--- src/rtl/cla_pipe_adder.sv ---
// Pipelined carry-lookahead adder: one 4-bit lookahead group per stage, operands skewed through stage registers.
// Optional subtract mode (sub port) is enabled by defining CLA_SUB_EN.
module cla4_group (
    input  logic [3:0] a,
    input  logic [3:0] b,
    input  logic       cin,
    output logic [3:0] sum,
    output logic       cout
);
    logic [3:0] p;
    logic [3:0] g;
    logic       c1, c2, c3;

    assign p = a ^ b;
    assign g = a & b;

    assign c1   = g[0] | (p[0] & cin);
    assign c2   = g[1] | (p[1] & g[0]) | (p[1] & p[0] & cin);
    assign c3   = g[2] | (p[2] & g[1]) | (p[2] & p[1] & g[0]) | (p[2] & p[1] & p[0] & cin);
    assign cout = g[3] | (p[3] & g[2]) | (p[3] & p[2] & g[1]) | (p[3] & p[2] & p[1] & g[0])
                | (p[3] & p[2] & p[1] & p[0] & cin);

    assign sum = p ^ {c3, c2, c1, cin};
endmodule

module cla_pipe_adder #(
    parameter int WIDTH = 16
) (
    input  logic             clock,
    input  logic             reset,
    input  logic             in_valid,
    output logic             in_ready,
    input  logic [WIDTH-1:0] a,
    input  logic [WIDTH-1:0] b,
    input  logic             cin,
`ifdef CLA_SUB_EN
    input  logic             sub,
`endif
    output logic             out_valid,
    input  logic             out_ready,
    output logic [WIDTH-1:0] sum,
    output logic             cout,
    output logic             ovf
);
    localparam int GROUP = 4;
    localparam int N     = WIDTH / GROUP;
    localparam int MSB   = WIDTH - 1;

    if ((WIDTH % GROUP) != 0 || WIDTH < 4 || WIDTH > 64) begin : g_bad_width
        $error("cla_pipe_adder: WIDTH must be a multiple of 4 in 4..64");
    end

    logic             adv;
    logic [WIDTH-1:0] b_eff;
    logic             cin_eff;

`ifdef CLA_SUB_EN
    assign b_eff   = b ^ {WIDTH{sub}};
    assign cin_eff = cin ^ sub;
`else
    assign b_eff   = b;
    assign cin_eff = cin;
`endif

    // Stage k registers hold the state after group k has been resolved.
    logic [WIDTH-1:0] a_pipe [N];
    logic [WIDTH-1:0] b_pipe [N];
    logic [WIDTH-1:0] s_pipe [N];
    logic [N-1:0]     c_pipe;
    logic [N-1:0]     vld_pipe;

    // What the lookahead logic of stage k sees on its inputs.
    logic [WIDTH-1:0] a_src [N];
    logic [WIDTH-1:0] b_src [N];
    logic [WIDTH-1:0] s_src [N];
    logic [WIDTH-1:0] s_nxt [N];
    logic [3:0]       g_sum [N];
    logic [N-1:0]     c_src;
    logic [N-1:0]     v_src;
    logic [N-1:0]     g_cout;

    for (genvar k = 0; k < N; k++) begin : g_stage
        localparam logic [WIDTH-1:0] GMASK = WIDTH'({GROUP{1'b1}}) << (k * GROUP);

        if (k == 0) begin : g_first
            assign a_src[k] = a;
            assign b_src[k] = b_eff;
            assign s_src[k] = '0;
            assign c_src[k] = cin_eff;
            assign v_src[k] = in_valid;
        end else begin : g_next
            assign a_src[k] = a_pipe[k-1];
            assign b_src[k] = b_pipe[k-1];
            assign s_src[k] = s_pipe[k-1];
            assign c_src[k] = c_pipe[k-1];
            assign v_src[k] = vld_pipe[k-1];
        end

        cla4_group u_grp (
            .a    (a_src[k][k*GROUP +: GROUP]),
            .b    (b_src[k][k*GROUP +: GROUP]),
            .cin  (c_src[k]),
            .sum  (g_sum[k]),
            .cout (g_cout[k])
        );

        assign s_nxt[k] = (s_src[k] & ~GMASK) | (WIDTH'(g_sum[k]) << (k * GROUP));
    end

    assign out_valid = vld_pipe[N-1];
    assign adv       = ~out_valid | out_ready;
    assign in_ready  = adv;

    always_ff @(posedge clock or posedge reset) begin
        if (reset) begin
            vld_pipe <= '0;
            c_pipe   <= '0;
            for (int k = 0; k < N; k++) begin
                a_pipe[k] <= '0;
                b_pipe[k] <= '0;
                s_pipe[k] <= '0;
            end
        end else if (adv) begin
            vld_pipe <= v_src;
            c_pipe   <= g_cout;
            for (int k = 0; k < N; k++) begin
                a_pipe[k] <= a_src[k];
                b_pipe[k] <= b_src[k];
                s_pipe[k] <= s_nxt[k];
            end
        end
    end

    // Overflow is derived from the final-stage registers so it leaves with sum/cout
    // and reads 0 out of reset (all registers cleared).
    assign sum  = s_pipe[N-1];
    assign cout = c_pipe[N-1];
    assign ovf  = (a_pipe[N-1][MSB] == b_pipe[N-1][MSB]) & (s_pipe[N-1][MSB] != a_pipe[N-1][MSB]);
endmodule

--- config.mk ---
export PLATFORM = sky130hd
export DESIGN_NAME = cla_pipe_adder
export DESIGN_NICKNAME = d
export VERILOG_FILES = /design/src/rtl/cla_pipe_adder.sv
export SDC_FILE = /design/constraint.sdc
export NUM_CORES = 1
export LEC_CHECK = 0
export ABC_AREA = 1
export CORE_ASPECT_RATIO = 1.2
export CORE_MARGIN = 4
export CORE_UTILIZATION = 59
export CTS_CLUSTER_SIZE = 16
export DETAILED_ROUTE_END_ITERATION = 12
export GPL_ROUTABILITY_DRIVEN = 0
export PLACE_DENSITY = 0.87
export SLEW_MARGIN = 5
export SYNTH_ARGS = -nofsm -noshare
export SYNTH_HDL_FRONTEND = slang
export SYNTH_SLANG_ARGS = --single-unit
--- constraint.sdc ---
create_clock -name clock -period 10.8 [get_ports clock]
set_input_delay 2.7 -clock clock [delete_from_list [all_inputs] [get_ports clock]]
set_output_delay 2.7 -clock clock [all_outputs]
set_load 0.02 [all_outputs]
==> results.yml <==
outcome:
  run_status: "finished, final reports clean"
setup_path:
  arrival_ns: 4.57
  r2r_cells: 7
  r2r_slack_ns: 8.61
  r2r_start: "vld_pipe[3]"
  timing.rr.end: "s_pipe[26]"
  cp-end-kind: "output pin"
  crit_type: "primary input to output pin"
  crit_path_start_kind: "primary input"
  worstPathRequired_ns: 8.10
  worstPathMaxFanout: 100
sta:
  min_period_ns: 7.27
  fin_crit_sh_pct: 67.3
  finalHoldViolCount: 0
  fin_skew_ns: 0.00373
  relSlewSlack_pct: 39.1
  drv_slew: 0
  clock.fmax_mhz: 138
  setup_viol: 0
  tns_ns: 0
  worst_pin_slew_ns: 0.914
  rsz0062_at_grt: "false"
clock_tree:
  cts_resized: 0
  root_buffer: "clkbuf_8"
  cts_sinks: 98
  cts_hold_buf: 0
  clock_latency_ns: 0.36
  cts-buffers-inserted: 9
  cts_tree: "done"
  htree_levels: 3
  cts_buffer_depth: 2
  cts_setup_buffers: 0
  clk_pin_slew_ns: 0.09
logic_synthesis:
  synth_nets: 544
  synthArstFlopShare_pct: 100
  synth_warnings: 0
  ys_types: 18
  synth.area.top_cells: "dfrtp_1, nand2_1, ha_1"
  synth_compound_area_share_pct: 6.17
  seq_area_frac_synth_pct: 57.6
  netlist_area_um2: 4260
  synth.avg_cell_area_um2: 8.75
  yosysTopAreaCell: "dfrtp_1"
  syn_inst: 487
  synthMuxAreaShare_pct: 0
  synth_top_family_by_area: "simple AND/OR/NAND/NOR gates"
  synth-simple-area-share_pct: 23.5
  synth_top_area_share_pct: 57.6
  ys_ff_latch: 98
  synthTopCellsByCount: "nand2_1, dfrtp_1, o21ai_0, inv_1, nor2_1"
  yosysMostFrequentCell: "nand2_1"
  synth_edf_count: 0
  ys.flop_type: "dfrtp_1"
  synth_fa_ha_area_share_pct: 6.58
  synthXorXnorAreaFrac_pct: 0.822
place:
  portBuffers: 56
  place_area_um2: 4870
  place_inst: 613
  dpl.hpwl_mm: 5.22
floorplan:
  fp.dieH_um: 101
  fp.dieW_um: 85.6
  io_pins: 57
  core_um2: 6940
  initial_core_util_pct: 61.4
  rows: 33
  die_area_um2: 8650
finish:
  layout.cells.non_filler: 629
  n_fill_cell: 521
  drive_gt1_share_pct: 4.61
  diodes: 0
  area_growth_pct: 18.7
  nets: 594
  postLayoutCellArea_um2: 5060
routing:
  vias: 3169
  dr.pass1.iters: 4
  drc: 0
  wire_per_inst_um: 12.5
  drt_first_iter_violations: 192
  drt.antenna.violating_nets: 0
  via_per_inst: 5.04
  wirelength_mm: 7.88
flow_run:
  cap_violations: 0
worst_hold_path:
  min_path_cells: 2
  hold_end: "vld_pipe[3]"
  hp-class: "flop to flop"
  min_from: "vld_pipe[2]"
global_routing:
  grt_overflow_total: 0
  grt_usage_pct: 20.2
  grt_pass1_vias: 3213
  antenna_found_initial: 0
  grt_max_degree: 101
  grt_pass1_wl_mm: 14.0
pwr:
  p_per_area_nw_per_um2: 275
  ir_worst_vdd_uv: 221
  p_leak_nw: 2.59
==> critical path, cell delays in order <==
cell	delay, ns
clkdlybuf4s50_1	0.44
nor2_4	0.10
buf_4	0.68
inv_2	0.07
clkdlybuf4s50_1	0.56
==> report_power, final <==
| group | switching [W] | leakage (nW) | internal (W) | total (W) |
|---|---|---|---|---|
| clock network | 0.000121 | 0.0958 | 0.000106 | 0.000227 |
| logic | 0.000326 | 1.31 | 0.000228 | 0.000554 |
| registers | 0.0000860 | 1.19 | 0.000526 | 0.000612 |
==> per-layer routing <==
metal  part of all wire [%]  routed length (um)  GRT usage (%)  up-vias
met4                    1.7                 131           9.26        0
met5                      0                   0              0        -
met3                    3.7                 295           3.11       12
li1                       -                   -              -     1612
met1                     44                3460           26.3     1478
met2                     51                3990           33.6       67
==> kinds of logic after synthesis <==
| group | Yosys count |
|---|---|
| adders and majority gates | 20 |
| and+or+nand+nor | 254 |
| buffers and inverters | 59 |
| DFF | 98 |
| AOI/OAI and AO/OA | 52 |
| xor gates and xnor gates | 4 |
==> worst max-delay path by stage <==
| stage | from | endpoint | cells past startpoint |
|---|---|---|---|
| detailed placement | out_ready | in_ready | 5 |
| global route | out_ready | in_ready | 5 |
| finish | out_ready | in_ready | 5 |
| floorplan | out_ready | in_ready | 3 |
| CTS | out_ready | in_ready | 5 |
| global placement | out_ready | in_ready | 5 |
==> per-stage QoR <==
step / power, W / setup slack (ns) / hold WS (ns) / utilization (%)
after floorplan: 0.000985 / 4.89 / 0.423 / -
after global placement: 0.00113 / 3.53 / 0.436 / 70.2
after detailed placement: 0.00117 / 3.52 / 0.444 / 70.2
after CTS: 0.00140 / 3.52 / 0.466 / 72.9
after global routing: 0.00151 / 3.37 / 0.502 / 72.9
final: 0.00139 / 3.53 / 0.460 / 72.9
==> state kept, by name, summed over array words and instances, names as in the netlist <==
signal / count
a_pipe: 25
b_pipe: 25
c_pipe: 4
s_pipe: 24
sum: 16
vld_pipe: 4
==> cell usage in the layout (no fill, tap or decap) <==
master / instances
nand2_1: 212
dfrtp_1: 98
clkdlybuf4s50_1: 56
o21ai_0: 39
inv_1: 37
nor2_1: 17
nand3_1: 16
ha_1: 16
clkbuf_8: 9
o21ai_1: 7
a21oi_1: 5
xor2_1: 4
or2_2: 4
nand4_1: 4
fa_1: 4
clkinv_2: 4
buf_4: 3
nor2_4: 1
inv_2: 1
o21a_1: 1
inv_4: 1
clkbuf_1: 1
bufinv_16: 1
clkinvlp_4: 1
==> final cells by class <==
| class | count | area (um2) | area share, % |
|---|---|---|---|
| flip-flops and latches | 98 | 2450 | 48.5 |
| clock buffers | 10 | 128 | 2.52 |
| clock inverters | 6 | 57.6 | 1.14 |
| repair buffers | 59 | 583 | 11.5 |
| inverters | 39 | 149 | 2.94 |
| multi-input cells | 330 | 1580 | 31.2 |
| well taps | 87 | 109 | 2.15 |
Power figures use the tool's default switching activity.
